[src/rtl/fetch_sequencer.sv]
// Fetch-stage controller: owns the PC, latches fetched words into an instruction
// register handed to decode via valid/ready, applies redirects and stops on a halt word.
module fetch_sequencer #(
   parameter logic [31:0] RESET_PC  = 32'h0000_0000,
   parameter logic [31:0] HALT_WORD = 32'hFC00_0000
) (
   input  logic        clk,
   input  logic        reset,
   input  logic        start,
   output logic [31:0] imem_addr,
   input  logic [31:0] imem_data,
   output logic [31:0] ir,
   output logic [31:0] ir_pc,
   output logic        ir_valid,
   input  logic        ir_ready,
   input  logic        redirect,
   input  logic [31:0] redirect_pc,
   output logic        halted,
   output logic [15:0] fetch_count
);

   typedef enum logic [1:0] {
      IDLE  = 2'd0,
      RUN   = 2'd1,
      DRAIN = 2'd2,
      HALT  = 2'd3
   } state_t;

   state_t      state;
   logic [31:0] pc;
   logic        handshake;
   logic        load;

   assign imem_addr = pc;
   assign handshake = ir_valid & ir_ready;
   assign load      = ~ir_valid | ir_ready;

   // Sequencer state, PC, instruction register and acceptance counter
   always_ff @(posedge clk or posedge reset) begin
      if (reset) begin
         state       <= IDLE;
         pc          <= RESET_PC;
         ir          <= 32'h0000_0000;
         ir_pc       <= 32'h0000_0000;
         ir_valid    <= 1'b0;
         halted      <= 1'b0;
         fetch_count <= 16'h0000;
      end else begin
         // A handshake counts even when a redirect flushes in the same cycle
         if (handshake) begin
            fetch_count <= fetch_count + 16'h0001;
         end
         case (state)
            IDLE: begin
               if (start) begin
                  state <= RUN;
               end
            end
            RUN, DRAIN: begin
               if (redirect) begin
                  pc       <= {redirect_pc[31:2], 2'b00};
                  ir_valid <= 1'b0;
                  state    <= RUN;
               end else if (state == RUN) begin
                  if (load) begin
                     ir       <= imem_data;
                     ir_pc    <= pc;
                     pc       <= pc + 32'd4;
                     ir_valid <= 1'b1;
                     if (imem_data == HALT_WORD) begin
                        state <= DRAIN;
                     end
                  end
               end else if (handshake) begin
                  // Halt word accepted by decode: stop for good
                  ir_valid <= 1'b0;
                  halted   <= 1'b1;
                  state    <= HALT;
               end
            end
            HALT: begin
               ir_valid <= 1'b0;
               halted   <= 1'b1;
            end
            default: begin
               state    <= IDLE;
               ir_valid <= 1'b0;
            end
         endcase
      end
   end

endmodule

[config.mk]
export PLATFORM = sky130hd
export DESIGN_NAME = fetch_sequencer
export DESIGN_NICKNAME = d
export VERILOG_FILES = /design/src/rtl/fetch_sequencer.sv
export SDC_FILE = /design/constraint.sdc
export NUM_CORES = 1
export LEC_CHECK = 0
export ABC_AREA = 1
export BUFFER_PORTS_ARGS = -buffer_cell sky130_fd_sc_hd__buf_2
export CORE_MARGIN = 1
export CORE_UTILIZATION = 45
export CTS_BUF_LIST = sky130_fd_sc_hd__clkbuf_4
export CTS_CLUSTER_SIZE = 8
export DETAILED_ROUTE_END_ITERATION = 10
export PLACE_DENSITY_LB_ADDON = 0.12
export SYNTH_ARGS = -nofsm -noshare
export SYNTH_HDL_FRONTEND = slang
export SYNTH_SLANG_ARGS = --single-unit
[constraint.sdc]
create_clock -name clk -period 4.25 [get_ports clk]
set_input_delay 0.425 -clock clk [delete_from_list [all_inputs] [get_ports clk]]
set_output_delay 0.425 -clock clk [all_outputs]
set_load 0.01 [all_outputs]
* Yosys cells after proc, flatten, opt, wreduce, memory -nomap -nowiden
Cells that the tools add are included.
** Word-level totals
- RAM bits :: 0
- Word-level logic and storage cells :: 54
- Bits in latches :: 0
- Output and inout port bits :: 114
- Memories kept :: 0
- Memory bits (read-only) :: 0
- Register bits :: 116
- Input bits :: 69
** Cells by class
- Eq/ne operators :: 11
- Bitwise gates (word level) :: 4
- Div/mod/pow operators :: 0
- Add/sub/neg operators :: 2
- Shift operators :: 0
- $mul :: 0
- Reductions and logical operators :: 11
- Magnitude comparators :: 0
- Mux-type cells :: 19
** Operator list (count)
- $mux 32 :: 3
- $add 32x3->32 const B :: 1
- $eq 32x32->1 const B :: 1
- $add 16x1->16 const B :: 1
- $mux 2 :: 6
- $ne 4x4->1 const B :: 3
- $ne 2x2->1 const B :: 4
- $reduce_and 4->1 :: 2
- $reduce_bool 2->1 :: 4
- $mux 1 :: 7
- $reduce_and 3->1 :: 2
- $reduce_and 5->1 :: 1
- $eq 2x2->1 const B :: 2
- $pmux 1 s2 :: 2
- $pmux 2 s2 :: 1
- $eq 2x1->1 const B :: 1
- $logic_not 2->1 :: 1
- $not 1->1 :: 2
- $reduce_or 2->1 :: 1
- $and 1x1->1 :: 1
- $or 1x1->1 :: 1

* Depth between registers and ports, before layout
- Depth after elaboration :: 6
- Mapped depth :: 11
- Mapped depth without buffers :: 11

* Least setup slack after synthesis
OpenSTA, ideal clock, no wires.
- Path type :: register -> register
- From :: register state[0]
- To :: register pc[14] (netlist: imem_addr[14])
- Data required time :: 4.130 ns
- Arrival :: 1.479 ns
- Setup time :: 0.120 ns
- Period minus slack after synthesis :: 1.599 ns
- Stages on the path, launching flop included :: 11
- Slack :: 2.651 ns
- Path buffers :: 1
- Cells stage by stage :: dfrtp_1 inv_1 ha_1 inv_1 nor2_1 o21ai_2 inv_2 buf_2 nand2_1 o21ai_0 inv_1
** On the way
- Word-level cells in the longest chain between the ends :: 3
- Elaborated cells between the ends (all ways) :: 5
- Those cells by class :: eq/ne (2); reduce/logical (3)
** RTL lines
- from (decl) :: line 29 : state_t state;
- from (signal assigned) :: line 41 : state <= IDLE;
- from (signal assigned) :: line 56 : state <= RUN;
- from (signal assigned) :: line 63 : state <= RUN;
- $eq 2x1->1 or $eq 2x2->1 (tied branches) :: line 53, 64
- $reduce_bool 2->1 (no line) or $reduce_or 2->1 (tied branches)
- $reduce_and 3->1 (no line) *
- to (signal assigned) :: line 61 : pc <= {redirect_pc[31:2], 2'b00};
- to (signal assigned) :: line 68 : pc <= pc + 32'd4;
- to (decl) :: line 30 : logic [31:0] pc;
Every way passes the cells marked *; elsewhere a longest branch is shown, timed or not.
A chain may end at the register's enable or synchronous reset.

* Worst setup path in the final report
Ends and elaborated chain as after synthesis.

==> results.py <==
metrics = {
    "final_layout": {
        "diodes": 0,
        "areaGrowthSynthToFinish_pct": 18.9,
        "fill_cells": 1279,
        "nets": 1024,
        "stdcell_area_um2": 7010,
        "layout-drive-gt1-share": 0.236,
    },
    "sta": {
        "rsz0062_at_grt": "false",
        "maxSlewViolCount": 0,
        "finalSetupTns_ns": 0,
        "fin_crit_sh": 0.539,
        "hold_violations": 0,
        "finalSetupViolCount": 0,
        "slew_headroom": 0.411,
        "tightestPinTransition_ns": 0.884,
        "fin_skew_ns": 0.0236,
        "period_needed_ns": 2.29,
        "fmax_mhz": 437,
    },
    "grt": {
        "antenna_found_initial": 0,
        "grt_pass1_wl_mm": 24.6,
        "grt_overflow_total": 0,
        "grt_max_degree": 96,
        "track_usage": 0.238,
        "grt_pass1_vias": 4792,
    },
    "yosys": {
        "synth_edf_count": 0,
        "yosysUniqueCellTypes": 33,
        "yosysTopAreaCell": "dfrtp_1",
        "yosysSeqAreaShare": 0.476,
        "netlist_area_um2": 5890,
        "ys_seq_elements": 112,
        "yosysMostFrequentCell": "nand2_1",
        "syn_inst": 781,
        "ys.flop_type": "dfrtp_1",
        "ys_top_cells_by_area": "dfrtp_1 (48%), nand2_1 (16%), o21ai_0 (6.9%)",
        "yosysTopAreaCellShare": 0.476,
        "synthArstFlopShare": 1.00,
        "postSynthAreaPerCell_um2": 7.54,
        "yosys-top-cells-count": "nand2_1 (257), dfrtp_1 (112), inv_1 (92), nor2_1 (85), o21ai_0 (81)",
        "yosysWarnings": 0,
    },
    "route": {
        "top_layer": "met4",
        "vias": 5443,
        "drc_errors": 0,
        "dr_wl_met3_mm": 1.04,
        "post_drt_wl_per_cell_um": 13.7,
        "totalWireLength_mm": 15.4,
        "postRouteAntennaNets": 0,
        "via_per_inst": 4.85,
        "wl_met1_mm": 7.38,
        "drtIter0Drc": 377,
        "route.met2.wl_mm": 6.75,
        "drt-pass1-iter-count": 5,
    },
    "critical_path": {
        "reg2reg_depth": 11,
        "cp-start-kind": "flip-flop",
        "timing.rr.start": "state[0]",
        "worstPathMaxFanout": 32,
        "critPathCaptureType": "flip-flop",
        "arrival_ns": 2.71,
        "reg2reg_slack_ns": 1.96,
        "path_class": "flip-flop to flip-flop",
        "rr_endpoint": "imem_addr[14]",
        "cp.required_ns": 4.68,
    },
    "floorplan": {
        "rows": 41,
        "die_h_um": 116,
        "top_level_ports": 183,
        "core_area_um2": 12700,
        "die_x_um": 116,
        "start_util": 0.465,
        "die-area_um2": 13600,
    },
    "clock_network": {
        "numCtsBuffers": 9,
        "cts_tree": "built",
        "post_cts_resized": 0,
        "clock_latency_ns": 0.49,
        "hold_buffers": 0,
        "htreeDepth": 3,
        "root_buffer": "clkbuf_4",
        "cts_num_sinks": 112,
        "clk_pin_slew_ns": 0.16,
        "cts_setup_buffers": 0,
        "cts_max_path_buffers": 2,
    },
    "pwr": {
        "p_per_area_nw_per_um2": 662,
        "ir_drop_uv": 360,
        "p_leak_nw": 3.80,
    },
    "placement": {
        "dpl.hpwl_mm": 11.4,
        "place_area_um2": 6870,
        "gp_congestion": 0.896,
        "portBuffers": 176,
    },
    "run": {
        "cap_violations": 0,
    },
    "status": {
        "status": "finished clean",
    },
    "min_path": {
        "hold_class": "input pin to async pin",
    },
}
[layout make-up]
cell class / count / area, µm² / area share
sequential: 112 / 2800 / 0.400
multi-input combinational: 548 / 2580 / 0.368
timing repair buffer: 181 / 918 / 0.131
inverter: 94 / 355 / 0.0507
tap: 172 / 215 / 0.0307
clock buffer: 12 / 90.1 / 0.0129
clock inverter: 3 / 43.8 / 0.00625
[cell families after synthesis]
kind of cell	synth area share
AOI/OAI and AO/OA	0.100
buffers and inverters	0.0894
DFF	0.476
adders and majority gates	0.0191
other	0.000637
and+or+nand+nor	0.281
muxes	0.0172
xor gates and xnor gates	0.0164
[critical path: stages, from the launching register on]
cell and delay [ns]:
dfrtp_1 0.50, inv_1 0.12, ha_1 0.29, inv_1 0.08, nor2_1 0.14, o21ai_2 0.06, buf_4 0.25, inv_2 0.40
o21ai_0 0.17, nand2_1 0.08, o21ai_0 0.08, inv_1 0.05
[metrics by stage]
stage | power (W) | hold slack (ns) | utilization | setup WS, ns | cells
after CTS | 0.00468 | 0.00943 | 0.553 | 1.95 | 1122
after floorplan | 0.00329 | 0.512 | - | 0.866 | 784
final | 0.00464 | 0.0111 | 0.553 | 1.96 | 1122
after detailed placement | 0.00413 | 0.460 | 0.542 | 1.93 | 1107
after global routing | 0.00507 | 0.0501 | 0.553 | 1.73 | 1122
after global placement | 0.00409 | 0.460 | 0.542 | 1.94 | 1107
[metal layers]
| layer | vias to the layer above | track usage |
|---|---|---|
| li1 | 2762 | - |
| met1 | 2497 | 0.342 |
| met2 | 171 | 0.363 |
| met3 | 13 | 0.0410 |
| met4 | 0 | 0.0821 |
| met5 | - | 0 |
[sequential cells by signal, indices dropped and copies added, names as in the netlist]
signal       count
fetch_count     16
halted           1
imem_addr       30
ir              32
ir_pc           30
ir_valid         1
state            2
[cells in the final DEF (no fill, tap or decap), drive strengths merged, types with 5 or more instances in the layout]
cell / n
a21oi: 17
ha: 9
buf: 181
nor3: 12
clkbuf: 12
o21ai: 85
nor2: 90
nand3: 35
nand2: 261
inv: 94
xnor2: 5
xor2: 6
dfrtp: 112
mux2: 9
[where the power goes]
group | internal [W] | switching, W
Combinational | 0.000805 | 0.00137
Sequential | 0.00153 | 0.000380
Clock | 0.000197 | 0.000353
Total | 0.00253 | 0.00211
[worst max path at each step]
stage | from | end | slack [ns] | depth (start not counted)
3_5_place_dp | redirect | ir[3] | 1.93 | 6
5_1_grt | state[0] | imem_addr[13] | 1.73 | 11
4_1_cts | state[0] | imem_addr[7] | 1.95 | 9
3_3_place_gp | redirect | ir_pc[25] | 1.94 | 7
2_1_floorplan | reset | fetch_count[0] | 0.87 | 1
6_report | state[0] | imem_addr[14] | 1.96 | 11
Power figures use the tool's default switching activity.
